File: src/rtl/t_sync_counter.sv
// ============================================================================
// Module   : t_sync_counter
// Brief    : Modulo-N up/down counter built from T-type state bits
//            (q <= q ^ tog). Define T_COUNTER_SAT_EN for saturating mode.
// Revision : 1.0 - initial release
// ============================================================================
`default_nettype none

module t_sync_counter #(
    parameter int WIDTH   = 4,
    parameter int MODULUS = 10
) (
    input  logic             clk,
    input  logic             rst,
    input  logic             en,
    input  logic             up,
    input  logic             load,
    input  logic [WIDTH-1:0] din,
    output logic [WIDTH-1:0] q,
    output logic [WIDTH-1:0] tog,
    output logic             tc,
    output logic             wrap
);

    generate
        if ((MODULUS < 2) || (MODULUS > (1 << WIDTH))) begin : g_bad_modulus
            $error("t_sync_counter: MODULUS must satisfy 2 <= MODULUS <= 2**WIDTH");
        end
    endgenerate

    localparam logic [WIDTH-1:0] c_max  = WIDTH'(MODULUS - 1);
    localparam logic [WIDTH-1:0] c_zero = '0;
    localparam logic [WIDTH-1:0] c_one  = WIDTH'(1);

    logic [WIDTH-1:0] r_q;
    logic             r_wrap;
    logic [WIDTH-1:0] w_q_next;
    logic             w_wrap_next;
    logic             w_at_limit;

    assign w_at_limit = up ? (r_q == c_max) : (r_q == c_zero);

    always_comb begin
        w_q_next    = r_q;
        w_wrap_next = 1'b0;
        if (load) begin
            w_q_next = (din > c_max) ? c_max : din;
        end else if (en) begin
            if (w_at_limit) begin
`ifdef T_COUNTER_SAT_EN
                w_q_next = r_q;
`else
                // Wrapping to the opposite end of the range.
                w_q_next    = up ? c_zero : c_max;
                w_wrap_next = 1'b1;
`endif
            end else begin
                w_q_next = up ? (r_q + c_one) : (r_q - c_one);
            end
        end
    end

    assign tog = r_q ^ w_q_next;
    assign tc  = en & ~load & w_at_limit;

    always_ff @(posedge clk or posedge rst) begin
        if (rst) begin
            r_q    <= c_zero;
            r_wrap <= 1'b0;
        end else begin
            r_q    <= r_q ^ tog;
            r_wrap <= w_wrap_next;
        end
    end

    assign q    = r_q;
    assign wrap = r_wrap;

endmodule

`default_nettype wire

File: config.mk
export PLATFORM = sky130hd
export DESIGN_NAME = t_sync_counter
export DESIGN_NICKNAME = d
export VERILOG_FILES = /design/src/rtl/t_sync_counter.sv
export SDC_FILE = /design/constraint.sdc
export NUM_CORES = 1
export LEC_CHECK = 0
export ABC_CLOCK_PERIOD_IN_PS = 1700
export BUFFER_PORTS_ARGS = -buffer_cell sky130_fd_sc_hd__buf_2
export CORE_MARGIN = 1.5
export CORE_UTILIZATION = 30
export DETAILED_ROUTE_END_ITERATION = 10
export GPL_ROUTABILITY_DRIVEN = 0
export MAX_ROUTING_LAYER = met4
export SLEW_MARGIN = 20
export SYNTH_ARGS = -nofsm -noshare
export SYNTH_HDL_FRONTEND = slang
export SYNTH_SLANG_ARGS = --single-unit
File: constraint.sdc
create_clock -name clk -period 1.7 [get_ports clk]
set_clock_uncertainty 0.2 [all_clocks]
set_input_delay 0.255 -clock clk [delete_from_list [all_inputs] [get_ports clk]]
set_output_delay 0.255 -clock clk [all_outputs]
set_load 0.03 [all_outputs]
* Word-level counts from Yosys, hierarchy flattened
Index checks and enable logic that the tools add are counted.
Widths: inputs -> output; s select.
** Operators by class
- Add/subtract/negate cells :: 2
- Magnitude comparators :: 1
- Equal/unequal tests :: 1
- Multiplexer cells :: 10
- Bitwise operators :: 5
- Reductions and logical operators :: 1
** Operators by type and width (number)
- $mux 4 :: 6
- $xor 4x4->4 :: 2
- $add 4x1->4 const B :: 1
- $eq 4x4->1 const B :: 1
- $gt 4x4->1 const B :: 1
- $logic_not 4->1 :: 1
- $mux 1 :: 4
- $sub 4x1->4 const B :: 1
- $and 1x1->1 :: 2
- $not 1->1 :: 1
** Word-level totals
- Bits in registers :: 5
- Input port bits :: 9
- Word-level logic and storage cells :: 22

* Logic depth before layout (Yosys ltp)
Gate-level depths: netlist of the first run.
- Depth in word-level cells :: 7
- Depth in mapped cells :: 6
- Mapped depth without buffers :: 6

* Worst setup path after synthesis of the first run
OpenSTA, ideal clock, no wires.
- Path kind :: register to output
- Start point :: register r_q[0], in the netlist q[0]
- End point :: output port tog[2]
- Data arrival time :: 2.089 ns
- Required time :: 1.245 ns
- Setup slack :: -0.844 ns
- Stages on the path, launching flop included :: 7
- Cell sequence :: dfrtp_1 -> inv_1 -> fa_1 -> xnor2_1 -> nand3_1 -> nand2b_1 -> a31oi_1
** On the way
- Word-level cells in the longest chain between the ends :: 6
** Ends and longest elaborated chain
- from (decl) :: line 35 : logic [WIDTH-1:0] r_q;
- from (signal assigned) :: line 68 : r_q <= c_zero;
- from (signal assigned) :: line 71 : r_q <= r_q ^ tog;
- $sub 4x1->4 (tied with other cells) :: line 58 : w_q_next = up ? (r_q + c_one) : (r_q - c_one);
- $mux 4 / $mux 1 (equally long branches) :: line 58, 41
- $mux 4 (*) :: line 49 : if (w_at_limit) begin
- $mux 4 (*) :: line 48 : end else if (en) begin
- $mux 4 (*) :: line 46 : if (load) begin
- $xor 4x4->4 (*) :: line 63 : assign tog = r_q ^ w_q_next;
- to (decl) :: line 20 : output logic [WIDTH-1:0] tog,
Every way passes the cells marked *; elsewhere a longest branch is shown, timed or not.

* Worst setup path in the final report of the first run
- Start point :: register r_q[1], in the netlist q[1]
- End point :: output port tog[2]
The elaborated chain is that of the path after synthesis.

==> flow_summary.toml, run 1 <==
[pwr]
power_frac_clock_pct = 14.1
ir_drop_mv = 0.653
p_sw_w = 0.000428
p_leak_nw = 0.491
comb_power_share_pct = 69.3
intPower_w = 0.000578
seq_power_share_pct = 16.6
powerDensity_nw_per_um2 = 997
swShare_pct = 42.6

[placed_design]
pre_cts_ws_ns = -0.407
portBuffers = 18
dp.final_hpwl_um = 1250

[synth]
synthesis.nets = 77
ys_ff_latch = 5
synth_area_leader_cell = "dfrtp_1"
ys_seq_area_share_pct = 24.6
ys_warn_count = 0
synth_area_leaders = "dfrtp_1 25%, xnor2_1 8.6%, o21ai_0 6.9%"
syn_area_sq_um = 508
syn_inst = 65
synth_cell_types = 28
synth_area_per_cell_sq_um = 7.82
yosysTopAreaCellShare_pct = 24.6

[timing]
setup_tns_ns = -1.96
min_period_ns = 2.29
tightestPinTransition_ns = 0.364
fin_ws_ns = -0.593
rsz0062_at_grt = "yes"
slew_headroom_pct = 75.5
slew_violations = 0
setup_viol = 4
fmax_mhz = 436
final_hold_viol_count = 0
period_share_pct = 135

[cells_and_area]
synthToLayoutAreaGrowth_pct = 98.8
drive_gt1_share_pct = 65.8
nFillCells = 120
mostFrequentLayoutCells = "26 x buf_4, 13 x buf_2, 6 x inv_1, 6 x o21ai_0, 6 x buf_6"
layout.nets = 127
final_common_cell = "buf_4"
antennaDiodeCount = 0

[routing]
finalWirelength_um = 1830
ant_nets = 0
drt-vias-per-instance = 5.06
first_iter_violations = 7
dr.pass1.iters = 4
drcViolationCount = 0
wl_per_cell_um = 14.1
num_vias = 658

[critical_path]
cp.required_ns = 1.24
crit_arrival_ns = 1.84
end_kind = "output port"
cp_cell_sequence = "inv_2 > fa_2 > xnor2_2 > nand3_2 > nand2b_4 > a31oi_4 > buf_6"
cp_max_fo = 3
critPathKind = "flip-flop to output port"
slowest_stage = "dfrtp_2"
start_kind = "flip-flop"
max_stage_delay_ns = 0.41

[clock_network]
cts.path.max_buffers = 2
cts_tree = "done"
cts_buffers = 3
cts_sinks = 5
clk_latency_ns = 0.25
cts_root_buf = "clkbuf_4"
path_clk_slew_ns = 0.04
htree_levels = 1

[grt]
grt_pass1_vias = 667
grt_pass1_wl_um = 2860
grt_max_degree = 8
grt_usage_pct = 21.2
grt_overflow = 0
antenna_found_initial = 0

[floorplan]
ioPinCount = 19
core_sq_um = 1540
dieArea_sq_um = 1950
die_height_um = 44.2
row_count = 14
die_w_um = 44.2
start_util_pct = 33.0

[run_status]
violations = "negative setup slack"
status = "complete, but fails checks"

[hold_path]
min_path_type = "primary input to flip-flop"

[run]
drv_cap = 0
worst max-delay path, delay by kind of cell, from the launching register on:
| kind | cells | cell delay, ns |
|---|---|---|
| compound gates | 1 | 0.13 |
| buf+inv | 2 | 0.21 |
| simple gates | 2 | 0.30 |
| xor+xnor | 1 | 0.19 |
| fa+ha+maj | 1 | 0.35 |
| flops | 1 | 0.41 |
cells by family after synthesis:
group,count (synthesis),synth area share (%)
xor+xnor,6,10.3
compound gates,22,27.8
fa+ha+maj,3,8.87
simple gates,19,18.2
buf+inv,9,8.13
mux,1,1.97
flops,5,24.6
layer usage:
layer / track usage [%] / share of wire [%] / up-vias
met2: 36.2 / 50 / 17
met4: 4.85 / 2.6 / 0
li1: - / - / 323
met3: 7.35 / 5.2 / 6
met5: - / 0 / -
met1: 23.6 / 42 / 312
Yosys cell counts:
cell	number
buf_6	1
xnor2_1	5
mux2i_1	1
o21a_1	2
a21o_1	2
a21boi_1	1
inv_1	8
o21ai_1	1
a31oi_1	1
fa_1	1
nor2_1	5
ha_1	2
o21ai_2	1
a21oi_2	1
xor2_1	1
o311ai_0	1
dfrtp_1	5
nor4_1	1
nand2b_1	2
nor2b_1	1
nand2_1	6
nand3_1	2
and3_4	1
o21ai_0	7
a32oi_1	1
o31ai_1	1
nor3_1	1
a21oi_1	3
final timing paths:
check | end | slack [ns] | cells past startpoint | startpoint
max in group asynchronous | q[2] | 0.84 | 3 | rst
max | tog[2] | -0.59 | 7 | q[1]
min reg2reg | q[0] | 0.66 | 5 | q[0]
max reg2reg | q[1] | 0 | 6 | q[1]
min in group asynchronous | q[3] | 0.26 | 3 | rst
min | q[1] | 0.13 | 3 | din[1]
sequential cells by signal (all words and copies together), names as in the netlist:
signal and cells:
q 4, wrap 1
power groups by stage:
stage	logic, W	clock network [W]	registers [W]
finish	0.000697	0.000142	0.000167
global route	0.000739	0.000154	0.000170
CTS	0.000658	0.000148	0.000167
detailed placement	0.000575	0	0.000169
floorplan	0.000333	0	0.000204
global placement	0.000570	0	0.000168
area by class of cell:
cell class / count / area (sq um) / area share [%]
flip-flops and latches: 5 / 129 / 12.8
multi-input cells: 51 / 467 / 46.2
well taps: 16 / 20.0 / 1.98
repair buffers: 46 / 338 / 33.5
inverters: 8 / 30.0 / 2.97
clock buffers: 4 / 26.3 / 2.60
metrics by stage:
stage	instance area (sq um)	total power (W)	std cells	utilization [%]	hold WS (ns)
after detailed placement	855	0.000744	121	55.4	-0.0295
after CTS	967	0.000974	129	62.7	0.111
final	1010	0.00101	130	65.5	0.131
after global routing	1010	0.00106	130	65.5	0.136
after floorplan	583	0.000536	65	-	-0.167
after global placement	855	0.000738	121	55.4	-0.0289
repair_timing:
action,CTS,global route
pin swaps,6,9
resized for setup,15,10
gates cloned,0,0
hold buffers,1,0
endpoints found under the hold margin,5,0
setup endpoints to repair,5,7
setup buffers,3,1
Note: power is estimated with default switching activity, not from simulation.
==> run 2: changes to the inputs <==
--- a/config.mk
+++ b/config.mk
@@ -5,6 +5,7 @@
 export SDC_FILE = /design/constraint.sdc
 export NUM_CORES = 1
 export LEC_CHECK = 0
+export ABC_AREA = 1
 export ABC_CLOCK_PERIOD_IN_PS = 1700
 export BUFFER_PORTS_ARGS = -buffer_cell sky130_fd_sc_hd__buf_2
 export CORE_MARGIN = 1.5
==> run 2 against run 1 <==
  * Sequential power fell by 10%
  * Global-route usage fell by 0.46 points
  * Setup slack improved by 0.059 ns
  * Critical path type unchanged
  * Non-clock buffer count fell by 4
  * Clock power rose by 3%
  * The run still ends with negative setup slack left
  * Critical endpoint is now tog[3]
==> flow_summary.toml, run 2 <==
[run_status]
status = "complete, but fails checks"
violations = "negative setup slack"

[floorplan]
ioPinCount = 19
row_count = 14
die_height_um = 42.8
die_w_um = 42.8
core_sq_um = 1490
start_util_pct = 31.9
dieArea_sq_um = 1830

[clock_network]
cts.path.max_buffers = 2
htree_levels = 1
cts_root_buf = "clkbuf_4"
cts_tree = "done"
clk_latency_ns = 0.25
path_clk_slew_ns = 0.05
cts_buffers = 3
cts_sinks = 5

[synth]
synth_area_leaders = "dfrtp_1 26%, nand2_1 21%, inv_1 9.5%"
synth_edf_count = 0
ys_warn_count = 0
synth_cell_types = 20
ys_async_sr_fraction_pct = 100
syn_area_sq_um = 475
synthTopCellsByCount = "27 x nand2_1, 12 x inv_1, 7 x nand3_1, 5 x dfrtp_1, 5 x nor2_1"
synth_area_per_cell_sq_um = 6.26
ys.flop_type = "dfrtp_1"
yosysTopAreaCellShare_pct = 26.3
ys_seq_area_share_pct = 26.3
syn_inst = 76
yosysMostFrequentCell = "nand2_1"
synthesis.nets = 88
synth_area_leader_cell = "dfrtp_1"
ys_ff_latch = 5

[grt]
antenna_found_initial = 0
grt_pass1_wl_um = 2670
grt_max_degree = 8
grt_usage_pct = 20.7
grt_overflow = 0
grt_pass1_vias = 648

[critical_path]
crit_family = "simple AND/OR/NAND/NOR gates"
cp_num_buf_inv = 1
start_kind = "flip-flop"
worstReg2RegStart = "q[2]"
slowest_stage = "dfrtp_2"
cp_max_fo = 2
crit_arrival_ns = 1.78
crit_start = "q[2]"
end_kind = "output port"
critPathKind = "flip-flop to output port"
cp.required_ns = 1.24
cp_cell_sequence = "ha_4 > or2_4 > nand2_2 > nand2_1 > nand2_1 > nand2_1 > nand2_1 > nand2_2 > nand2_2 > nand2_2 > nand2_4 > buf_6"
max_stage_delay_ns = 0.42

[cells_and_area]
antennaDiodeCount = 0
mostFrequentLayoutCells = "21 x buf_4, 15 x nand2_1, 13 x buf_2"
final_common_cell = "buf_4"
drive_gt1_share_pct = 61.5
stdcell_count = 138
layout.nets = 135
synthToLayoutAreaGrowth_pct = 98.9
largest_register = "q"
largest_reg_flops = 4

[pwr]
intPower_w = 0.000470
ir_drop_mv = 0.545
swShare_pct = 42.0
comb_power_share_pct = 63.4
p_sw_w = 0.000340
p_leak_nw = 0.520
power_frac_clock_pct = 18.0
seq_power_share_pct = 18.6
powerDensity_nw_per_um2 = 855

[routing]
drt-vias-per-instance = 4.61
dr.pass1.iters = 4
finalWirelength_um = 1590
wl_per_cell_um = 11.5
num_vias = 636
ant_nets = 0
first_iter_violations = 7
drcViolationCount = 0

[placed_design]
dp.final_hpwl_um = 1020
portBuffers = 18
placed_cells = 126

[timing]
fin_ws_ns = -0.534
min_period_ns = 2.23
slew_headroom_pct = 85.1
setup_viol = 7
setup_tns_ns = -2.77
tightestPinTransition_ns = 0.223
fmax_mhz = 448
rsz0062_at_grt = "yes"
final_hold_viol_count = 0
period_share_pct = 131
slew_violations = 0

[hold_path]
min_from = "load"
min_path_type = "primary input to flip-flop"

[run]
drv_cap = 0
==> run 2: timing repair <==
action                     in CTS  in global routing
resized for setup              16                 12
hold buffers                    1                  0
setup endpoints to repair       7                  8
setup buffers                   6                  1
pin swaps                      12                  6
hold endpoints to repair        5                  0
==> run 2: power by group through the flow <==
stage               logic [W]  clock network, W  registers, W
floorplan            0.000210                 0      0.000183
global placement     0.000383                 0      0.000151
detailed placement   0.000388                 0      0.000151
CTS                  0.000465          0.000151      0.000149
global route         0.000554          0.000163      0.000152
finish               0.000513          0.000146      0.000150
==> run 2: cells by family (layout without fill, tap and decap cells) <==
logic type	after synthesis	in the layout	synth area share (%)
and+or+nand+nor	46	46	42.4
buffers and inverters	15	61	11.8
AOI/OAI and AO/OA	5	5	6.32
DFF	5	5	26.3
adders and majority gates	3	3	9.47
xor gates and xnor gates	2	2	3.68
==> run 2: path summary, 6_finish.rpt <==
path | end | slack (ns) | cells after the start
hold reg to reg | q[1] | 0.72 | 6
max in group asynchronous | q[0] | 0.88 | 3
setup reg to reg | q[2] | -0.42 | 12
setup / recovery | tog[3] | -0.53 | 12
min in group asynchronous | q[1] | 0.24 | 3
hold / removal | wrap | 0.10 | 2
==> run 2: metal layers <==
layer / GRT usage [%] / up-vias / wire length, um
li1: - / 324 / -
met1: 23.1 / 301 / 712
met2: 35.5 / 11 / 839
met3: 3.83 / 0 / 38
met4: 9.38 / 0 / 0
met5: - / - / 0
==> run 2: area by class of cell <==
cell class | count | area (sq um)
Timing Repair Buffer | 42 | 312
Multi-Input combinational cell | 56 | 403
Clock buffer | 4 | 26.3
Tap cell | 16 | 20.0
Inverter | 15 | 56.3
Fill cell | 128 | 543
Sequential cell | 5 | 129
==> run 2: per-stage QoR <==
stage	worst slack (ns)	util, %	cell area [sq um]	hold WS [ns]	power (W)
finish	-0.534	63.5	946	0.103	0.000809
global route	-0.657	63.5	946	0.0877	0.000868
CTS	-0.558	59.7	890	0.0877	0.000765
detailed placement	-0.454	51.2	762	-0.0415	0.000539
global placement	-0.412	51.2	762	-0.0427	0.000534
floorplan	-0.269	-	532	-0.167	0.000394
